**src/rtl/sync_fifo.sv**
```systemverilog
// Single-clock FIFO with registered read data, occupancy count and
// almost-full/almost-empty thresholds plus over/underflow pulses.
module sync_fifo #(
  parameter int BUS_WIDTH  = 16,
  parameter int ADDR_WIDTH = 3,
  parameter int AFULL_LVL  = (2 ** ADDR_WIDTH) - 1,
  parameter int AEMPTY_LVL = 1
) (
  input  logic                  clk,
  input  logic                  rst_n,
  input  logic [BUS_WIDTH-1:0]  datain,
  input  logic                  wr,
  input  logic                  rd,
  output logic [BUS_WIDTH-1:0]  dataout,
  output logic                  full,
  output logic                  empty,
  output logic                  almost_full,
  output logic                  almost_empty,
  output logic [ADDR_WIDTH:0]   count,
  output logic                  overflow,
  output logic                  underflow
);

  localparam int DEPTH = 2 ** ADDR_WIDTH;
  localparam logic [ADDR_WIDTH:0] DEPTH_C  = {1'b1, {ADDR_WIDTH{1'b0}}};
  localparam logic [ADDR_WIDTH:0] AFULL_C  = AFULL_LVL[ADDR_WIDTH:0];
  localparam logic [ADDR_WIDTH:0] AEMPTY_C = AEMPTY_LVL[ADDR_WIDTH:0];

  logic [BUS_WIDTH-1:0]  mem [DEPTH];
  logic [ADDR_WIDTH-1:0] wptr;
  logic [ADDR_WIDTH-1:0] rptr;
  logic                  wr_ok;
  logic                  rd_ok;

  assign full         = (count == DEPTH_C);
  assign empty        = (count == '0);
  assign almost_full  = (count >= AFULL_C);
  assign almost_empty = (count <= AEMPTY_C);

  // A write into a full FIFO is legal only when a read frees a slot on the same edge.
  assign rd_ok = rd & ~empty;
  assign wr_ok = wr & (~full | rd_ok);

  // Storage carries no reset; stale words are unreachable once pointers clear.
  always_ff @(posedge clk) begin
    if (wr_ok) begin
      mem[wptr] <= datain;
    end
  end

  always_ff @(posedge clk) begin
    if (!rst_n) begin
      wptr      <= '0;
      rptr      <= '0;
      count     <= '0;
      dataout   <= '0;
      overflow  <= 1'b0;
      underflow <= 1'b0;
    end else begin
      overflow  <= wr & ~wr_ok;
      underflow <= rd & ~rd_ok;
      if (wr_ok) begin
        wptr <= wptr + 1'b1;
      end
      if (rd_ok) begin
        dataout <= mem[rptr];
        rptr    <= rptr + 1'b1;
      end
      case ({wr_ok, rd_ok})
        2'b10:   count <= count + 1'b1;
        2'b01:   count <= count - 1'b1;
        default: count <= count;
      endcase
    end
  end

endmodule

```
**config.mk**
```make
export PLATFORM = sky130hd
export DESIGN_NAME = sync_fifo
export DESIGN_NICKNAME = d
export VERILOG_FILES = /design/src/rtl/sync_fifo.sv
export SDC_FILE = /design/constraint.sdc
export NUM_CORES = 1
export LEC_CHECK = 0
export ABC_CLOCK_PERIOD_IN_PS = 8600
export CAP_MARGIN = 20
export CELL_PAD_IN_SITES_DETAIL_PLACEMENT = 0
export CELL_PAD_IN_SITES_GLOBAL_PLACEMENT = 1
export CORE_UTILIZATION = 44
export DETAILED_ROUTE_END_ITERATION = 8
export DONT_BUFFER_PORTS = 1
export HOLD_SLACK_MARGIN = 0.05
export MAX_ROUTING_LAYER = met4
export PLACE_DENSITY = 0.65
export SLEW_MARGIN = 40
export SYNTH_ARGS = -nofsm -noshare
export SYNTH_HDL_FRONTEND = slang
export SYNTH_SLANG_ARGS = --single-unit
```
**constraint.sdc**
```tcl
create_clock -name clk -period 8.6 [get_ports clk]
set_input_delay 1.72 -clock clk [delete_from_list [all_inputs] [get_ports clk]]
set_output_delay 1.72 -clock clk [all_outputs]
set_load 0.1 [all_outputs]
```
# After elaboration in Yosys (flattened, before gate mapping)
# Memory sizes are Yosys's and may differ from the RTL's. A register that Yosys moved wholly into a read port is not among the register bits.
# Index checks and enable logic that the tools add are counted.
[word_totals] ff_bits=12 ram_bits=128 in_bits=20 output_inout_bits=26 wordCells=30 n_memories=1
[op_classes] addsub=4 order_cmp=2 eq_ne=3 n_mux=3 bitwise=9 reduce_logical=3
[mem_list] name="mem" words=8 width=16 rd=1 rd_ports_with_merged_regs=1 write_ports=1 line_no="29" text="logic [BUS_WIDTH-1:0] mem [DEPTH];"
[ops] cell="$pmux 4 s2" count=1
[ops] cell="$add 3x1->3 const B" count=2
[ops] cell="$add 4x1->4 const B" count=1
[ops] cell="$and 1x1->1" count=4
[ops] cell="$eq 4x4->1 const B" count=1
[ops] cell="$ge 4x3->1 const B" count=1
[ops] cell="$le 4x1->1 const B" count=1
[ops] cell="$logic_not 4->1" count=1
[ops] cell="$not 1->1" count=4
[ops] cell="$sub 4x1->4 const B" count=1
[ops] cell="$eq 2x1->1 const B" count=1
[ops] cell="$eq 2x2->1 const B" count=1
[ops] cell="$mux 1" count=2
[ops] cell="$reduce_bool 2->1" count=1
[ops] cell="$logic_not 1->1" count=1
[ops] cell="$or 1x1->1" count=1

# Depth between registers and ports, before layout
# Gate-level depths: netlist of the first run.
[logic_depth] depth_word=7 depth_mapped=10 ltp_nobuf=10

# Least setup slack after synthesis of the first run
# Ideal clock, no wire load.
[synth_path] path_kind="register to output" start="register count[0]" end="output almost_empty" t_arrival_ps=3371 required_time_ps=6880 setup_slack_ps=3509 path_stages_with_launch=4 path_buffers=0 cell_sequence="dfxtp_1 -> ha_1 -> nor2_1 -> nor3_1"
[synth_via] elab_chain_cells=1
[synth_rtl] item="start: declaration" line_no="19" text="output logic [ADDR_WIDTH:0] count,"
[synth_rtl] item="start signal: assignment" line_no="70" text="2'b10: count <= count + 1'b1;"
[synth_rtl] item="start signal: assignment" line_no="71" text="2'b01: count <= count - 1'b1;"
[synth_rtl] item="start signal: assignment" line_no="72" text="default: count <= count;"
[synth_rtl] item="$le 4x1->1" line_no="38" text="assign almost_empty = (count <= AEMPTY_C);"
[synth_rtl] item="end: declaration" line_no="18" text="output logic almost_empty,"
# No other way between the ends.

# Final worst setup path of the first run
[layout_path] start="register count[1]" end="output empty"
[layout_via] elab_chain_cells=1
[layout_rtl] item="$logic_not 4->1" line_no="36" text="assign empty = (count == '0);"
[layout_rtl] item="end: declaration" line_no="16" text="output logic empty,"
# No other way between the ends.

==> impl_metrics.csv, run 1 <==
group,metric,value,unit
pwr,p_total,2.42,mW
placed_design,pre_cts_slack,4930,ps
sta,tightest_slew,835,ps
synthesis,syn_nets,399,
pwr,comb_power_share,0.182,
min_path,min_path_type,"flip-flop to flip-flop",
synthesis,syn_inst,373,
sta,hold_viol_final,0,
run,max-cap-violations,0,
floorplanning,die_area,0.0144,mm2
sta,timing.fmax,244,MHz
pwr,p_clk_frac,0.346,
global_route,grt_pass1_vias,3054,
floorplanning,core-area,0.0134,mm2
cells_and_area,area_growth,15.4,%
placed_design,dp.cells,543,
outcome,status,"completed",
critical_path,rr_endpoint,"count[3]",
critical_path,crit_slowest_cell,"inv_1",
synthesis,synth-simple-area-share,0.0502,
floorplanning,ios,46,
pwr,swShare,0.330,
clock_tree,cts_root_buf,"clkbuf_16",
synthesis,async_flop_share,0,
global_route,antenna_found_initial,0,
pwr,ir_worst_vdd,296,uV
critical_path,cp_max_fo,6,
cells_and_area,layout_commonest_cell,"edfxtp_1",
synthesis,seq_area_frac_synth,0.718,
detailed_routing,via_count,3138,
critical_path,critPathMaxStageDelay,630,ps
global_route,grt_use_total,0.184,
pwr,p_int,1.62,mW
floorplanning,fp.dieW,120,um
clock_tree,cts_buffers,17,
sta,rsz0062_at_grt,"false",
cells_and_area,fin_cells,575,
detailed_routing,drt_wl_total,11900,um
cells_and_area,layout_common_cells,"edfxtp_1 (128), mux2i_1 (34), mux2_2 (30), dfxtp_2 (21), nor2_1 (19)",
clock_tree,post_cts_resized,0,
cells_and_area,finalCoreUtilization,0.528,
min_path,whs_endpoint,"rptr[1]",
cells_and_area,fin_nets,412,
sta,final-setup-viol-count,0,
placed_design,dpl.hpwl,6550,um
synthesis,dominantRegCellSynth,"edfxtp_1",
clock_tree,cts_max_level,4,
sta,hold_ws,557,ps
cells_and_area,drive_above_1_share,0.276,
detailed_routing,wl_per_cell,20.8,um
min_path,hold_start,"rptr[1]",
floorplanning,rows,42,
clock_tree,cts_tree,"done",
critical_path,startpoint,"count[1]",
clock_tree,clock_path_buffers,2,
floorplanning,initial_utilization,0.458,
clock_tree,worstSkewPairLatency,420,ps
clock_tree,holdBufCountCts,0,
sta,finalCriticalPeriod,4090,ps
clock_tree,path_clk_slew,60,ps
synthesis,synth.area.mux_share,0.111,
critical_path,critPathLaunchType,"flip-flop",
global_route,grt_start_max_net_pins,37,
detailed_routing,final_antenna_net_count,0,
sta,setup_tns,0,ps
global_route,grt_pass1_wl,18200,um
sta,slew_viol_final,0,
critical_path,r2r_slack,5800,ps
detailed_routing,viasPerCell,5.46,
critical_path,critPathKind,"flip-flop to output port",
global_route,grt-ovfl-total,0,
critical_path,ff2ff_path_depth,9,
synthesis,synth_edf_count,128,
clock_tree,clkSinkCount,156,
synthesis,ys_ff_latch,156,
cells_and_area,design_area,0.00708,mm2
placed_design,portBuffers,0,
synthesis,synth-compound-area-share,0.0716,
placed_design,gp_congestion,0.749,
detailed_routing,drtIter0Drc,239,
synthesis,synth_fa_ha_area_frac,0.0122,
synthesis,synth_area_per_cell,16.4,um2
min_path,hold_path_depth,2,
cells_and_area,antenna_cells,0,
pwr,power_leakage,2.38,nW
critical_path,path_cells,"inv_1, ha_1, or3b_4, inv_1",
synthesis,synth_xor_area_frac,0.0100,
synthesis,ys_types,45,
critical_path,cp.required,6880,ps
critical_path,timing.rr.start,"count[1]",
pwr,power_density,342,mW/mm2
sta,clock_skew,5.27,ps
synthesis,synth_top_family_by_area,"multiplexers",
critical_path,arrival,2370,ps
critical_path,crit_top_cell,"inv_1",
clock_tree,post_cts_buffers,0,
detailed_routing,firstDrtPassIters,4,
critical_path,cp-end-kind,"output port",
pwr,switchingPower,799,uW
detailed_routing,drc,0,
synthesis,yosys_warnings,0,
sta,worst_slack,4510,ps
synthesis,syn_area,0.00613,mm2
placed_design,placed_cell_area,0.00640,mm2
floorplanning,dieHeight,120,um
pwr,p_seq_frac,0.472,
sta,finalCritPeriodShare,0.476,
sta,slew_headroom,0.443,
==> flip-flops by register name, indices dropped and copies added, names as in the netlist <==
signal     cells
mem          128
overflow       1
underflow      1
count          4
wptr           3
rptr           3
dataout       16
==> layer usage <==
metal | vias up | track usage | share of wire
met1 | 1580 | 0.231 | 0.45
met2 | 65 | 0.277 | 0.48
met5 | - | - | 0
met3 | 20 | 0.0528 | 0.050
met4 | 0 | 0.0844 | 0.019
li1 | 1473 | - | -
==> layout make-up <==
type | instances | area (um2)
Tap cell | 176 | 220
Multi-Input combinational cell | 193 | 1610
Sequential cell | 156 | 4430
Fill cell | 1100 | 6320
Clock inverter | 11 | 215
Timing Repair Buffer | 13 | 128
Clock buffer | 21 | 450
Inverter | 5 | 18.8
==> power by group through the flow <==
stage               Sequential, mW  Combinational (mW)  Clock (mW)
global route                  1.15               0.474       0.881
global placement              1.18               0.410           0
finish                        1.14               0.442       0.838
floorplan                     1.12               0.386           0
CTS                           1.14               0.447       0.852
detailed placement            1.16               0.445           0
==> cell families after synthesis <==
kind of cell,count (synthesis)
DFF,156
muxes,64
AOI/OAI and AO/OA,59
and+or+nand+nor,57
buffers and inverters,24
xor gates and xnor gates,7
adders and majority gates,6
==> worst max-delay path by stage <==
stage | to | depth (start not counted)
floorplan | almost_empty | 3
global placement | empty | 4
detailed placement | empty | 4
CTS | empty | 4
global route | empty | 4
finish | empty | 4
==> cell usage after synthesis, types with 2 or more instances <==
cell type | n | share of area
xnor2_1 | 6 | 0.0086
a21boi_0 | 2 | 0.0024
o21ai_0 | 2 | 0.0016
buf_4 | 4 | 0.0049
nand2b_1 | 3 | 0.0031
a22o_1 | 13 | 0.019
a22oi_1 | 15 | 0.018
and2_1 | 7 | 0.0071
nor3_1 | 6 | 0.0049
nor2b_1 | 4 | 0.0041
nor2_1 | 20 | 0.012
ha_1 | 6 | 0.012
clkbuf_1 | 4 | 0.0024
edfxtp_1 | 128 | 0.63
nand3_1 | 2 | 0.0016
o22ai_1 | 15 | 0.015
mux2i_1 | 34 | 0.056
mux2_2 | 30 | 0.055
buf_2 | 6 | 0.0049
o211ai_1 | 2 | 0.0024
inv_1 | 5 | 0.0031
a22o_2 | 2 | 0.0033
nand2_1 | 5 | 0.0031
dfxtp_1 | 28 | 0.091
dlymetal6s2s_1 | 2 | 0.0041
a21oi_1 | 3 | 0.0024
==> critical path, delay by kind of cell (launching register included) <==
kind | cells | cell delay, ps
buffers and inverters | 2 | 780
flip-flops | 1 | 510
AND/OR/NAND/NOR | 1 | 440
adder cells (fa/ha/maj) | 1 | 210
Power figures use the tool's default switching activity.
==> inputs of run 2 (changes only) <==
Settings changed: ABC_CLOCK_PERIOD_IN_PS 8600 to 3850.
Clock period 8.6 ns to 3.85 ns, I/O delays scaled along.
==> impl_metrics.csv, run 2 (synthesized netlist as in run 1, its figures left out) <==
group,metric,value,unit
outcome,status,"completed",
min_path,min_path_type,"input pin to flip-flop",
clock_tree,cts_max_level,4,
sta,tightest_slew,843,ps
sta,finalCritPeriodShare,0.782,
cells_and_area,largest_reg_flops,128,
detailed_routing,drc,0,
clock_tree,path_clk_slew,60,ps
clock_tree,post_cts_resized,0,
floorplanning,initial_utilization,0.458,
placed_design,gp_congestion,0.730,
pwr,p_clk_frac,0.295,
critical_path,critPathKind,"flip-flop to output port",
floorplanning,ios,46,
pwr,swShare,0.361,
cells_and_area,regMostFlops,"mem",
cells_and_area,register_area,0.00443,mm2
floorplanning,fp.dieW,120,um
sta,final-setup-viol-count,0,
critical_path,critPathMaxStageDelay,640,ps
sta,hold_viol_final,0,
cells_and_area,multi_input_area,0.00162,mm2
floorplanning,die_area,0.0144,mm2
critical_path,r2r_slack,1130,ps
critical_path,arrival,2240,ps
detailed_routing,final_antenna_net_count,0,
clock_tree,clkSinkCount,156,
sta,finalCriticalPeriod,3010,ps
pwr,ir_worst_vdd,399,uV
critical_path,ff2ff_path_depth,7,
pwr,p_int,3.21,mW
cells_and_area,layout_common_cells,"edfxtp_1 (128), mux2i_1 (34), mux2_2 (30), nor2_1 (19), dfxtp_2 (19)",
global_route,grt-ovfl-total,0,
cells_and_area,layout_commonest_cell,"edfxtp_1",
placed_design,dpl.hpwl,6750,um
floorplanning,dieHeight,120,um
placed_design,pre_cts_slack,1130,ps
critical_path,rr_endpoint,"count[3]",
sta,slew_viol_final,0,
critical_path,crit_slowest_cell,"inv_1",
detailed_routing,firstDrtPassIters,4,
critical_path,cp-end-kind,"output port",
clock_tree,post_cts_buffers,0,
cells_and_area,antenna_cells,0,
pwr,switchingPower,1.82,mW
global_route,grt_pass1_vias,3189,
global_route,grt_start_max_net_pins,36,
run,max-cap-violations,0,
clock_tree,clock_path_buffers,2,
global_route,grt_use_total,0.187,
cells_and_area,area_growth,13.6,%
cells_and_area,fin_nets,416,
sta,timing.fmax,332,MHz
clock_tree,cts_root_buf,"clkbuf_16",
sta,clock_skew,13.0,ps
cells_and_area,n_fill_cell,1104,
min_path,whs_endpoint,"overflow",
min_path,hold_start,"rd",
detailed_routing,drt_wl_total,12000,um
global_route,antenna_found_initial,0,
pwr,comb_power_share,0.224,
detailed_routing,via_count,3141,
critical_path,cp.required,3080,ps
clock_tree,cts_tree,"done",
placed_design,portBuffers,0,
detailed_routing,viasPerCell,5.42,
sta,worst_slack,838,ps
pwr,power_leakage,2.33,nW
global_route,grt_pass1_wl,18500,um
cells_and_area,reg_top3,"mem (128), dataout (16), count (4)",
placed_design,dp.cells,547,
clock_tree,holdBufCountCts,0,
critical_path,cp_max_fo,5,
clock_tree,worstSkewPairLatency,420,ps
sta,rsz0062_at_grt,"false",
cells_and_area,fin_cells,579,
floorplanning,rows,42,
critical_path,path_cells,"buf_4, or3b_4, inv_1",
floorplanning,core-area,0.0134,mm2
min_path,hold_path_depth,1,
sta,setup_tns,0,ps
detailed_routing,wl_per_cell,20.8,um
sta,slew_headroom,0.438,
detailed_routing,drtIter0Drc,197,
pwr,p_seq_frac,0.481,
critical_path,timing.rr.start,"count[3]",
pwr,power_density,722,mW/mm2
clock_tree,cts_buffers,17,
cells_and_area,drive_above_1_share,0.280,
critical_path,critPathLaunchType,"flip-flop",
-- run 2: cell count changes in the layout (fill, tap and decap cells not counted), sizes merged --
cell | before | now
bufinv | 6 | 0
buf | 12 | 17
clkbuf | 22 | 19
clkinvlp | 1 | 4
inv | 5 | 8
clkinv | 4 | 6
-- run 2: worst max path at each step --
| stage | from | endpoint | slack (ps) | depth (start not counted) |
|---|---|---|---|---|
| after floorplan | count[1] | mem[0][0] | 120 | 5 |
| after global placement | count[3] | count[3] | 850 | 7 |
| after detailed placement | count[3] | count[3] | 1130 | 7 |
| after CTS | count[3] | empty | 810 | 3 |
| after global routing | count[3] | empty | 780 | 3 |
| final | count[3] | empty | 840 | 3 |
-- run 2: power by group through the flow --
stage          Combinational [mW]  Clock, mW  Sequential [mW]
2_1_floorplan               0.865          0             2.50
3_3_place_gp                0.999          0             2.54
3_5_place_dp                 1.13          0             2.46
4_1_cts                      1.14       1.51             2.42
5_1_grt                      1.21       1.58             2.44
6_report                     1.13       1.48             2.42
-- run 2: layout make-up --
cell class	instances	area share
timing repair buffer	17	0.0219
multi-input combinational	193	0.232
sequential	156	0.636
inverter	5	0.00269
tap	176	0.0316
clock buffer	19	0.0622
clock inverter	13	0.0135
-- run 2: layer usage --
layer	wire, um	part of all wire	global-route usage
met5	0	0	-
met4	119	0.0099	0.0563
met3	632	0.052	0.0675
met2	6090	0.51	0.298
met1	5200	0.43	0.221
-- run 2: stage by stage --
| step | area [um2] | utilization | hold WS, ps | total power, mW |
|---|---|---|---|---|
| after floorplan | 6140 | - | 488 | 3.36 |
| final | 6970 | 0.520 | 413 | 5.03 |
| after global routing | 6970 | 0.520 | 394 | 5.22 |
| after global placement | 6360 | 0.475 | 509 | 3.54 |
| after CTS | 6970 | 0.520 | 396 | 5.08 |
| after detailed placement | 6440 | 0.480 | 520 | 3.60 |
-- run 2: critical path, delay by kind of cell, from the launching register on --
family | cells | cell delay [ps]
flip-flops | 1 | 490
AND/OR/NAND/NOR | 1 | 450
buffers and inverters | 2 | 880
==> inputs of run 3 (changes only) <==
Settings changed: ABC_CLOCK_PERIOD_IN_PS 3850 to 2980.
Clock period 3.85 ns to 2.98 ns, I/O delays scaled along.
==> impl_metrics.csv, run 3 (synthesized netlist as in run 1, its figures left out) <==
group,metric,value,unit
clock_tree,post_cts_buffers,0,
sta,finalCriticalPeriod,2400,ps
global_route,grt_pass1_vias,3318,
critical_path,cp.required,2380,ps
placed_design,dp.cells,553,
placed_design,portBuffers,0,
placed_design,pre_cts_slack,678,ps
clock_tree,cts_root_buf,"clkbuf_16",
clock_tree,cts_max_level,4,
pwr,swShare,0.333,
clock_tree,holdBufCountCts,0,
floorplanning,core-area,0.0134,mm2
detailed_routing,wl_per_cell,21.6,um
pwr,ir_worst_vdd,488,uV
cells_and_area,layout_commonest_cell,"edfxtp_1",
floorplanning,initial_utilization,0.458,
critical_path,critPathMaxStageDelay,440,ps
sta,final-setup-viol-count,0,
min_path,min_path_type,"input pin to flip-flop",
detailed_routing,firstDrtPassIters,4,
cells_and_area,regMostFlops,"mem",
sta,clock_skew,9.67,ps
pwr,power_density,970,mW/mm2
clock_tree,path_clk_slew,60,ps
floorplanning,ios,46,
pwr,switchingPower,2.29,mW
sta,finalCritPeriodShare,0.804,
cells_and_area,drive_above_1_share,0.280,
cells_and_area,area_growth,15.7,%
detailed_routing,via_count,3187,
global_route,grt_pass1_wl,19200,um
critical_path,crit_buf_inv,3,
sta,setup_tns,0,ps
floorplanning,dieHeight,120,um
placed_design,gp_congestion,0.758,
global_route,grt_start_max_net_pins,35,
critical_path,crit_slowest_cell,"or3b_4",
outcome,status,"completed",
cells_and_area,fin_cells,583,
sta,slew_viol_final,0,
clock_tree,cts_tree,"done",
critical_path,cp_max_fo,5,
cells_and_area,finalCoreUtilization,0.529,
cells_and_area,fin_nets,422,
critical_path,critPathLaunchType,"flip-flop",
pwr,p_clk_frac,0.331,
detailed_routing,viasPerCell,5.47,
sta,hold_viol_final,0,
floorplanning,fp.dieW,120,um
pwr,power_leakage,2.40,nW
critical_path,arrival,1800,ps
global_route,antenna_found_initial,0,
detailed_routing,drtIter0Drc,210,
cells_and_area,n_fill_cell,1141,
critical_path,critPathKind,"flip-flop to output port",
global_route,grt-ovfl-total,0,
critical_path,path_cells,"inv_1, ha_1, or3b_4, inv_1, buf_4",
detailed_routing,drt_wl_total,12600,um
sta,rsz0062_at_grt,"false",
critical_path,cp-end-kind,"output port",
cells_and_area,reg_top3,"mem (128), dataout (16), count (4)",
sta,slew_headroom,0.454,
cells_and_area,layout_common_cells,"edfxtp_1 (128), mux2i_1 (34), mux2_2 (30), buf_4 (22), nor2_1 (20)",
global_route,grt_use_total,0.195,
clock_tree,clock_path_buffers,2,
detailed_routing,final_antenna_net_count,0,
pwr,p_seq_frac,0.454,
clock_tree,clkSinkCount,156,
floorplanning,rows,42,
sta,hold_ws,237,ps
clock_tree,post_cts_resized,0,
clock_tree,cts_buffers,17,
critical_path,cp_top_family,"simple AND/OR/NAND/NOR gates",
sta,tightest_slew,814,ps
pwr,comb_power_share,0.215,
clock_tree,worstSkewPairLatency,430,ps
sta,timing.fmax,417,MHz
pwr,p_total,6.88,mW
cells_and_area,design_area,0.00709,mm2
detailed_routing,drc,0,
cells_and_area,largest_reg_flops,128,
pwr,p_int,4.59,mW
sta,worst_slack,583,ps
run,max-cap-violations,0,
floorplanning,die_area,0.0144,mm2
placed_design,placed_cell_area,0.00646,mm2
placed_design,dpl.hpwl,7570,um
critical_path,crit_top_cell,"inv_1",
cells_and_area,antenna_cells,0,
## run 3: changes by cell type in the layout (fill, tap and decap cells not counted), moves of 2 or more
cell / delta
inv_6: -3
bufinv_16: +5
buf_4: +7
clkinv_4: -2
clkinvlp_4: -4
## run 3: worst reg2reg max path: stages (launching register included)
cell      delay [ps]
dfxtp_1          330
inv_1             60
ha_1             220
nand3b_1         130
o21ai_2           80
buf_4            170
nor3_2           670
buf_4            310
## run 3: metal layers
layer  global-route usage  part of all wire
met2                0.298              0.48
met4               0.0719             0.014
met3               0.0765             0.063
met5                    -                 0
met1                0.233              0.44
## run 3: power by group through the flow
stage,Clock (mW),Combinational (mW),Sequential [mW]
final,2.28,1.48,3.12
after global routing,2.41,1.58,3.14
after CTS,2.33,1.49,3.13
after detailed placement,0,1.49,3.17
after global placement,0,1.49,3.15
after floorplan,0,1.12,3.23
## run 3: final timing paths
check / start / to / slack (ps) / depth (start not counted)
worst max-delay path: count[1] / empty / 580 / 5
worst min-delay path: rd / overflow / 240 / 1
worst max register to register: count[1] / mem[5][5] / 730 / 7
worst min register to register: rptr[1] / rptr[1] / 540 / 2
## run 3: area by class of cell
cell class / count / area [um2] / area share
Sequential cell: 156 / 4430 / 0.625
Tap cell: 176 / 220 / 0.0310
Inverter: 5 / 18.8 / 0.00265
Timing Repair Buffer: 23 / 185 / 0.0261
Clock inverter: 9 / 169 / 0.0238
Clock buffer: 21 / 450 / 0.0635
Multi-Input combinational cell: 193 / 1620 / 0.228
